===== src/rtl/uc_fsm_pkg.sv =====
// Shared opcode encodings, FSM state type and control-word helpers for the
// microcontroller control unit.
package uc_fsm_pkg;

  localparam logic [5:0] OP_J      = 6'b100100;
  localparam logic [5:0] OP_JZ     = 6'b100101;
  localparam logic [5:0] OP_JNZ    = 6'b100110;
  localparam logic [5:0] OP_HALT   = 6'b100111;
  localparam logic [3:0] OP_LI_PFX = 4'b1000;

  localparam logic [2:0] ALUOP_LI_DEF = 3'b000;

  typedef enum logic [0:0] {
    StRun  = 1'b0,
    StHalt = 1'b1
  } state_e;

  typedef struct packed {
    logic       s_inc;
    logic       s_inm;
    logic       we;
    logic       wez;
    logic [2:0] alu_op;
  } ctrl_t;

  // Safe no-op: PC advances, nothing is written.
  localparam ctrl_t CTRL_NOP  = '{s_inc: 1'b1, s_inm: 1'b0, we: 1'b0, wez: 1'b0, alu_op: 3'b000};
  // Parked: PC held, nothing is written.
  localparam ctrl_t CTRL_STOP = '{s_inc: 1'b0, s_inm: 1'b0, we: 1'b0, wez: 1'b0, alu_op: 3'b000};

  // 101xxx and 11xxxx are unassigned.
  function automatic logic is_illegal(logic [5:0] op);
    return (op[5:4] == 2'b11) || (op[5:3] == 3'b101);
  endfunction

endpackage


===== src/rtl/uc_fsm_if.sv =====
// Control-unit <-> datapath bundle: opcode/flag in, control word and debug status out.
interface uc_fsm_if #(
  parameter int unsigned CNT_W = 16
);

  logic [5:0]       Opcode;
  logic             zero;
  logic             s_inc;
  logic             s_inm;
  logic             we;
  logic             wez;
  logic [2:0]       ALUOp;
  logic             halted;
  logic             illegal;
  logic [CNT_W-1:0] instr_cnt;

  // Datapath side.
  modport master (
    output Opcode, zero,
    input  s_inc, s_inm, we, wez, ALUOp, halted, illegal, instr_cnt
  );

  // Control-unit side.
  modport slave (
    input  Opcode, zero,
    output s_inc, s_inm, we, wez, ALUOp, halted, illegal, instr_cnt
  );

endinterface


===== src/rtl/uc_fsm_sat_cnt.sv =====
// Saturating up-counter with synchronous clear; clear has priority over enable.
module sat_cnt #(
  parameter int unsigned CNT_W = 16
) (
  input  logic             clk,
  input  logic             clr,
  input  logic             en,
  output logic [CNT_W-1:0] q
);

  always_ff @(posedge clk) begin
    if (clr) begin
      q <= '0;
    end else if (en && (q != {CNT_W{1'b1}})) begin
      q <= q + 1'b1;
    end
  end

endmodule


===== src/rtl/uc_fsm.sv =====
// Single-cycle microcontroller control unit: combinational decode plus RUN/HALT
// supervision, sticky illegal-opcode flag and saturating retired-instruction count.
module uc_fsm
  import uc_fsm_pkg::*;
#(
  parameter int unsigned CNT_W    = 16,
  parameter logic [2:0]  ALUOP_LI = ALUOP_LI_DEF
) (
  input logic     clk,
  input logic     reset,
  uc_fsm_if.slave bus
);

  state_e           state_q, state_d;
  logic             illegal_q;
  logic [CNT_W-1:0] cnt_q;
  ctrl_t            dec;
  ctrl_t            ctrl;

  always_ff @(posedge clk) begin
    if (reset) begin
      state_q <= StRun;
    end else begin
      state_q <= state_d;
    end
  end

  always_comb begin
    state_d = state_q;
    if (state_q == StRun && bus.Opcode == OP_HALT) begin
      state_d = StHalt;
    end
  end

  always_comb begin
    dec = CTRL_NOP;
    if (!bus.Opcode[5]) begin
      dec = '{s_inc: 1'b1, s_inm: 1'b0, we: 1'b1, wez: 1'b1, alu_op: bus.Opcode[4:2]};
    end else if (bus.Opcode[5:2] == OP_LI_PFX) begin
      dec = '{s_inc: 1'b1, s_inm: 1'b1, we: 1'b1, wez: 1'b0, alu_op: ALUOP_LI};
    end else begin
      case (bus.Opcode)
        OP_J:    dec = CTRL_STOP;
        OP_JZ:   dec.s_inc = ~bus.zero;
        OP_JNZ:  dec.s_inc = bus.zero;
        OP_HALT: dec = CTRL_STOP;
        default: dec = CTRL_NOP;
      endcase
    end
  end

  // Reset wins over HALT so the datapath sees a harmless NOP while held.
  always_comb begin
    ctrl = dec;
    if (reset) begin
      ctrl = CTRL_NOP;
    end else if (state_q == StHalt) begin
      ctrl = CTRL_STOP;
    end
  end

  always_ff @(posedge clk) begin
    if (reset) begin
      illegal_q <= 1'b0;
    end else if (state_q == StRun && is_illegal(bus.Opcode)) begin
      illegal_q <= 1'b1;
    end
  end

  sat_cnt #(
    .CNT_W (CNT_W)
  ) u_instr_cnt (
    .clk (clk),
    .clr (reset),
    .en  (state_q == StRun),
    .q   (cnt_q)
  );

  assign bus.s_inc     = ctrl.s_inc;
  assign bus.s_inm     = ctrl.s_inm;
  assign bus.we        = ctrl.we;
  assign bus.wez       = ctrl.wez;
  assign bus.ALUOp     = ctrl.alu_op;
  assign bus.halted    = (state_q == StHalt);
  assign bus.illegal   = illegal_q;
  assign bus.instr_cnt = cnt_q;

endmodule


===== src/flat_wrapper.sv =====
// flat-port wrapper written by rule: the top's interface ports become plain ports
module uc_fsm_flat import uc_fsm_pkg::*;
#(
  parameter int unsigned CNT_W    = 16,
  parameter logic [2:0]  ALUOP_LI = ALUOP_LI_DEF
)
  (clk, reset, bus_Opcode, bus_zero, bus_s_inc, bus_s_inm, bus_we, bus_wez, bus_ALUOp, bus_halted, bus_illegal, bus_instr_cnt);
  uc_fsm_if #(.CNT_W(CNT_W)) bus_i ();
  input logic clk;
  input logic reset;
  input wire logic [$bits(bus_i.Opcode)-1:0] bus_Opcode;
  input wire logic [$bits(bus_i.zero)-1:0] bus_zero;
  output wire logic [$bits(bus_i.s_inc)-1:0] bus_s_inc;
  output wire logic [$bits(bus_i.s_inm)-1:0] bus_s_inm;
  output wire logic [$bits(bus_i.we)-1:0] bus_we;
  output wire logic [$bits(bus_i.wez)-1:0] bus_wez;
  output wire logic [$bits(bus_i.ALUOp)-1:0] bus_ALUOp;
  output wire logic [$bits(bus_i.halted)-1:0] bus_halted;
  output wire logic [$bits(bus_i.illegal)-1:0] bus_illegal;
  output wire logic [$bits(bus_i.instr_cnt)-1:0] bus_instr_cnt;
  assign bus_i.Opcode = bus_Opcode;
  assign bus_i.zero = bus_zero;
  assign bus_s_inc = bus_i.s_inc;
  assign bus_s_inm = bus_i.s_inm;
  assign bus_we = bus_i.we;
  assign bus_wez = bus_i.wez;
  assign bus_ALUOp = bus_i.ALUOp;
  assign bus_halted = bus_i.halted;
  assign bus_illegal = bus_i.illegal;
  assign bus_instr_cnt = bus_i.instr_cnt;
  uc_fsm #(.CNT_W(CNT_W), .ALUOP_LI(ALUOP_LI)) u_core (.clk(clk), .reset(reset), .bus(bus_i));
endmodule

===== config.mk =====
export PLATFORM = sky130hd
export DESIGN_NAME = uc_fsm_flat
export DESIGN_NICKNAME = d
export VERILOG_FILES = /design/src/rtl/uc_fsm_pkg.sv /design/src/rtl/uc_fsm_if.sv /design/src/rtl/uc_fsm_sat_cnt.sv /design/src/rtl/uc_fsm.sv /design/src/flat_wrapper.sv
export SDC_FILE = /design/constraint.sdc
export NUM_CORES = 1
export LEC_CHECK = 0
export BUFFER_PORTS_ARGS = -buffer_cell sky130_fd_sc_hd__buf_2
export CAP_MARGIN = 20
export CELL_PAD_IN_SITES_DETAIL_PLACEMENT = 2
export CELL_PAD_IN_SITES_GLOBAL_PLACEMENT = 2
export CORE_AREA = 2 2 63 65
export CTS_BUF_LIST = sky130_fd_sc_hd__clkbuf_16
export CTS_CLUSTER_SIZE = 40
export DETAILED_ROUTE_END_ITERATION = 12
export DIE_AREA = 0 0 65 67
export PLACE_DENSITY = 0.85
export SETUP_SLACK_MARGIN = 0.2
export SYNTH_ARGS = -nofsm -noshare
export SYNTH_HDL_FRONTEND = slang
export SYNTH_SLANG_ARGS = --single-unit

===== constraint.sdc =====
create_clock -name clk -period 2.1 [get_ports clk]
set_clock_uncertainty 0.05 [all_clocks]
set_input_delay 0.42 -clock clk [delete_from_list [all_inputs] [get_ports clk]]
set_output_delay 0.42 -clock clk [all_outputs]
set_load 0.02 [all_outputs]

==> flow_summary_export.csv <==
group,metric,value,unit
placement,io_buffers,33,
cts,cts_max_path_buffers,2,
global_routing,grt_overflow,0,
setup_path,critPathCaptureType,"output port",
placement,post-place-ws,180,ps
setup_path,crit_type,"reg -> out",
detailed_routing,drc,0,
timing,setup_tns,0,ps
floorplan,coreArea,0.00361,mm²
setup_path,worstPathMaxFanout,10,
detailed_routing,first_pass_iters,4,
layout,n_antenna_cell,0,
global_routing,grt_pass1_wl,5750,µm
cts,insertion_delay,250,ps
logic_synthesis,yosysSeqAreaShare,0.374,
detailed_routing,routed_wirelength,3650,µm
worst_hold_path,hold_class,"in -> reg",
cts,clkSinkCount,18,
pwr,p_per_area,630,mW/mm²
setup_path,cp_data_arrival_time,1390,ps
layout,drive_above_1_share,0.359,
timing,max-slew-margin-rel,0.659,
global_routing,grt_max_degree,18,
timing,slew_viol_final,0,
cts,clk_pin_slew,50,ps
floorplan,initial_core_util,0.268,
logic_synthesis,avgSynthCellArea,8.25,µm²
pwr,ir_drop,216,µV
job,max_cap_viol_count,0,
logic_synthesis,ys_warn_count,0,
floorplan,rows,22,
cts,clockRootBuffer,"clkbuf_16",
setup_path,max_stage_delay,350,ps
detailed_routing,vias,1074,
floorplan,fp.dieH,67,µm
timing,fmax,538,MHz
logic_synthesis,synth_cell_type_count,39,
run_status,outcome,"complete, no violations",
timing,layout_setup_ws,243,ps
setup_path,crit_required,1630,ps
placement,dp_hpwl,2440,µm
floorplan,dieArea,0.00436,mm²
detailed_routing,drt_iter0_markers,47,
timing,worst_pin_slew,508,ps
cts,htreeDepth,1,
timing,grt_setup_unrepaired,"true",
logic_synthesis,netlist_area,965,µm²
layout,stdcell_area,0.00133,mm²
setup_path,crit_chain,"buf_4 > nor4_2 > or2_2 > buf_2",
detailed_routing,ant_nets,0,
pwr,p_leak,0.536,nW
floorplan,die_w,65,µm
timing,setup_viol,0,
global_routing,antenna_found_initial,0,
placement,place_area,0.00119,mm²
layout,stdcell_count,204,
detailed_routing,vias_per_cell,5.26,
setup_path,worstSetupStartpointType,"flip-flop",
global_routing,grt_usage,0.174,
detailed_routing,wl_per_cell,17.9,µm
logic_synthesis,syn_inst,117,
placement,gp_congestion,0.782,
timing,fin_crit,1860,ps
placement,dp_cells,195,
logic_synthesis,synth_fp_nets,127,
layout,final_util,0.368,
cts,numCtsBuffers,3,
timing,hold_viol,0,
floorplan,top_level_ports,34,
timing,fin_crit_sh,0.884,
layout,syn2layout_area_growth,37.5,%
global_routing,grt_pass1_vias,1156,
logic_synthesis,ys_seq_elements,18,
setup_path,crit_slowest_cell,"dfxtp_1",
layout,fin_nets,167,
cts,cts_tree,"built",
==> stage by stage <==
stage	hold WS, ps	power, W
after floorplan	505	0.000407
after detailed placement	432	0.000444
after CTS	410	0.000838
final	416	0.000836
after global placement	400	0.000436
after global routing	427	0.000868
==> what timing repair did <==
action	4_1_cts	5_1_grt
buffers inserted	1	4
resized for setup	2	6
setup endpoints to repair	2	15
hold buffers	0	0
pin swaps	0	5
==> cell families after synthesis <==
| group | after synthesis | share of synthesized area |
|---|---|---|
| AO/OA/AOI/OAI | 31 | 0.196 |
| XOR/XNOR | 2 | 0.0182 |
| adder cells (fa/ha/maj) | 1 | 0.0130 |
| buffers and inverters | 9 | 0.0441 |
| flip-flops | 18 | 0.374 |
| multiplexers | 1 | 0.0117 |
| AND/OR/NAND/NOR | 55 | 0.344 |
==> layer usage <==
| metal | global-route usage | vias up | wire length [µm] |
|---|---|---|---|
| li1 | - | 518 | - |
| met1 | 0.182 | 536 | 1520 |
| met2 | 0.352 | 18 | 2010 |
| met3 | 0.0186 | 2 | 81 |
| met4 | 0.0638 | 0 | 34 |
| met5 | 0 | - | 0 |
==> critical path: cells and delay by family (launching register included) <==
| family | cells | cell delay [ps] |
|---|---|---|
| buf+inv | 2 | 350 |
| flops | 1 | 350 |
| simple gates | 2 | 440 |
==> path summary, 6_finish.rpt <==
| check | startpoint | endpoint | slack (ps) | cells after the start |
|---|---|---|---|---|
| worst max-delay path | u_core.bus.halted | bus_we | 240 | 4 |
| worst min-delay path | reset | u_core.bus.illegal | 420 | 2 |
| worst max register to register | u_core.u_instr_cnt.q[0] | u_core.u_instr_cnt.q[5] | 330 | 6 |
| worst min register to register | u_core.bus.illegal | u_core.bus.illegal | 430 | 2 |
==> where the power goes <==
| part | internal [W] | switching (W) |
|---|---|---|
| clock network | 0.000254 | 0.000143 |
| logic | 0.0000321 | 0.0000489 |
| registers | 0.000350 | 0.00000838 |
| total | 0.000636 | 0.000200 |
==> flip-flops by register name (all words and copies together), names as in the netlist <==
name	cells
u_core.u_instr_cnt.q	16
u_core.bus.halted	1
u_core.bus.illegal	1
==> layout by cell type, fill, tap and decap left out, types with 2 or more instances in the layout <==
cell type | synthesis | final
buf_2 | 1 | 33
dfxtp_1 | 18 | 16
a21oi_1 | 12 | 12
nor2_1 | 11 | 11
buf_4 | 0 | 7
nand2_1 | 6 | 6
o31ai_1 | 6 | 6
or4_1 | 6 | 6
o21ai_0 | 6 | 6
nand3_1 | 4 | 4
inv_1 | 4 | 4
and2_1 | 3 | 3
nand4_1 | 3 | 3
nor3_1 | 5 | 3
clkbuf_16 | 0 | 3
nand4b_1 | 2 | 2
nand2b_1 | 2 | 2
or3_1 | 2 | 2
xor2_1 | 2 | 2
dfxtp_2 | 0 | 2
==> cell usage after synthesis, drive strengths merged <==
cell type | number | area (µm²)
ha | 1 | 12.5
or4 | 6 | 45.0
nand4b | 2 | 17.5
or3 | 2 | 12.5
buf | 2 | 16.3
xor2 | 2 | 17.5
or3b | 1 | 8.76
dfxtp | 18 | 360
o21ai | 6 | 30.0
nand3 | 4 | 20.0
o311ai | 1 | 8.76
nor3 | 5 | 25.0
o2111ai | 1 | 8.76
and3 | 1 | 6.26
nand2 | 6 | 22.5
and2 | 3 | 18.8
clkbuf | 3 | 11.3
o21a | 1 | 7.51
a31oi | 1 | 6.26
and4b | 1 | 10.0
a211oi | 1 | 7.51
nand4 | 3 | 18.8
mux2 | 1 | 11.3
o31ai | 6 | 45.0
inv | 4 | 15.0
and4 | 1 | 8.76
nor2b | 1 | 6.26
or2 | 2 | 12.5
nor4bb | 1 | 10.0
o21bai | 1 | 7.51
nor4 | 2 | 27.5
nand2b | 2 | 12.5
a21oi | 12 | 60.1
o211ai | 1 | 7.51
nor2 | 11 | 41.3
nor3b | 1 | 7.51
==> layout make-up <==
type | instances | area [µm²]
Clock buffer | 3 | 75.1
Clock inverter | 1 | 3.75
Fill cell | 427 | 2280
Inverter | 4 | 15.0
Multi-Input combinational cell | 90 | 592
Sequential cell | 18 | 363
Tap cell | 48 | 60.1
Timing Repair Buffer | 40 | 218
(Power assumes the default switching activity.)
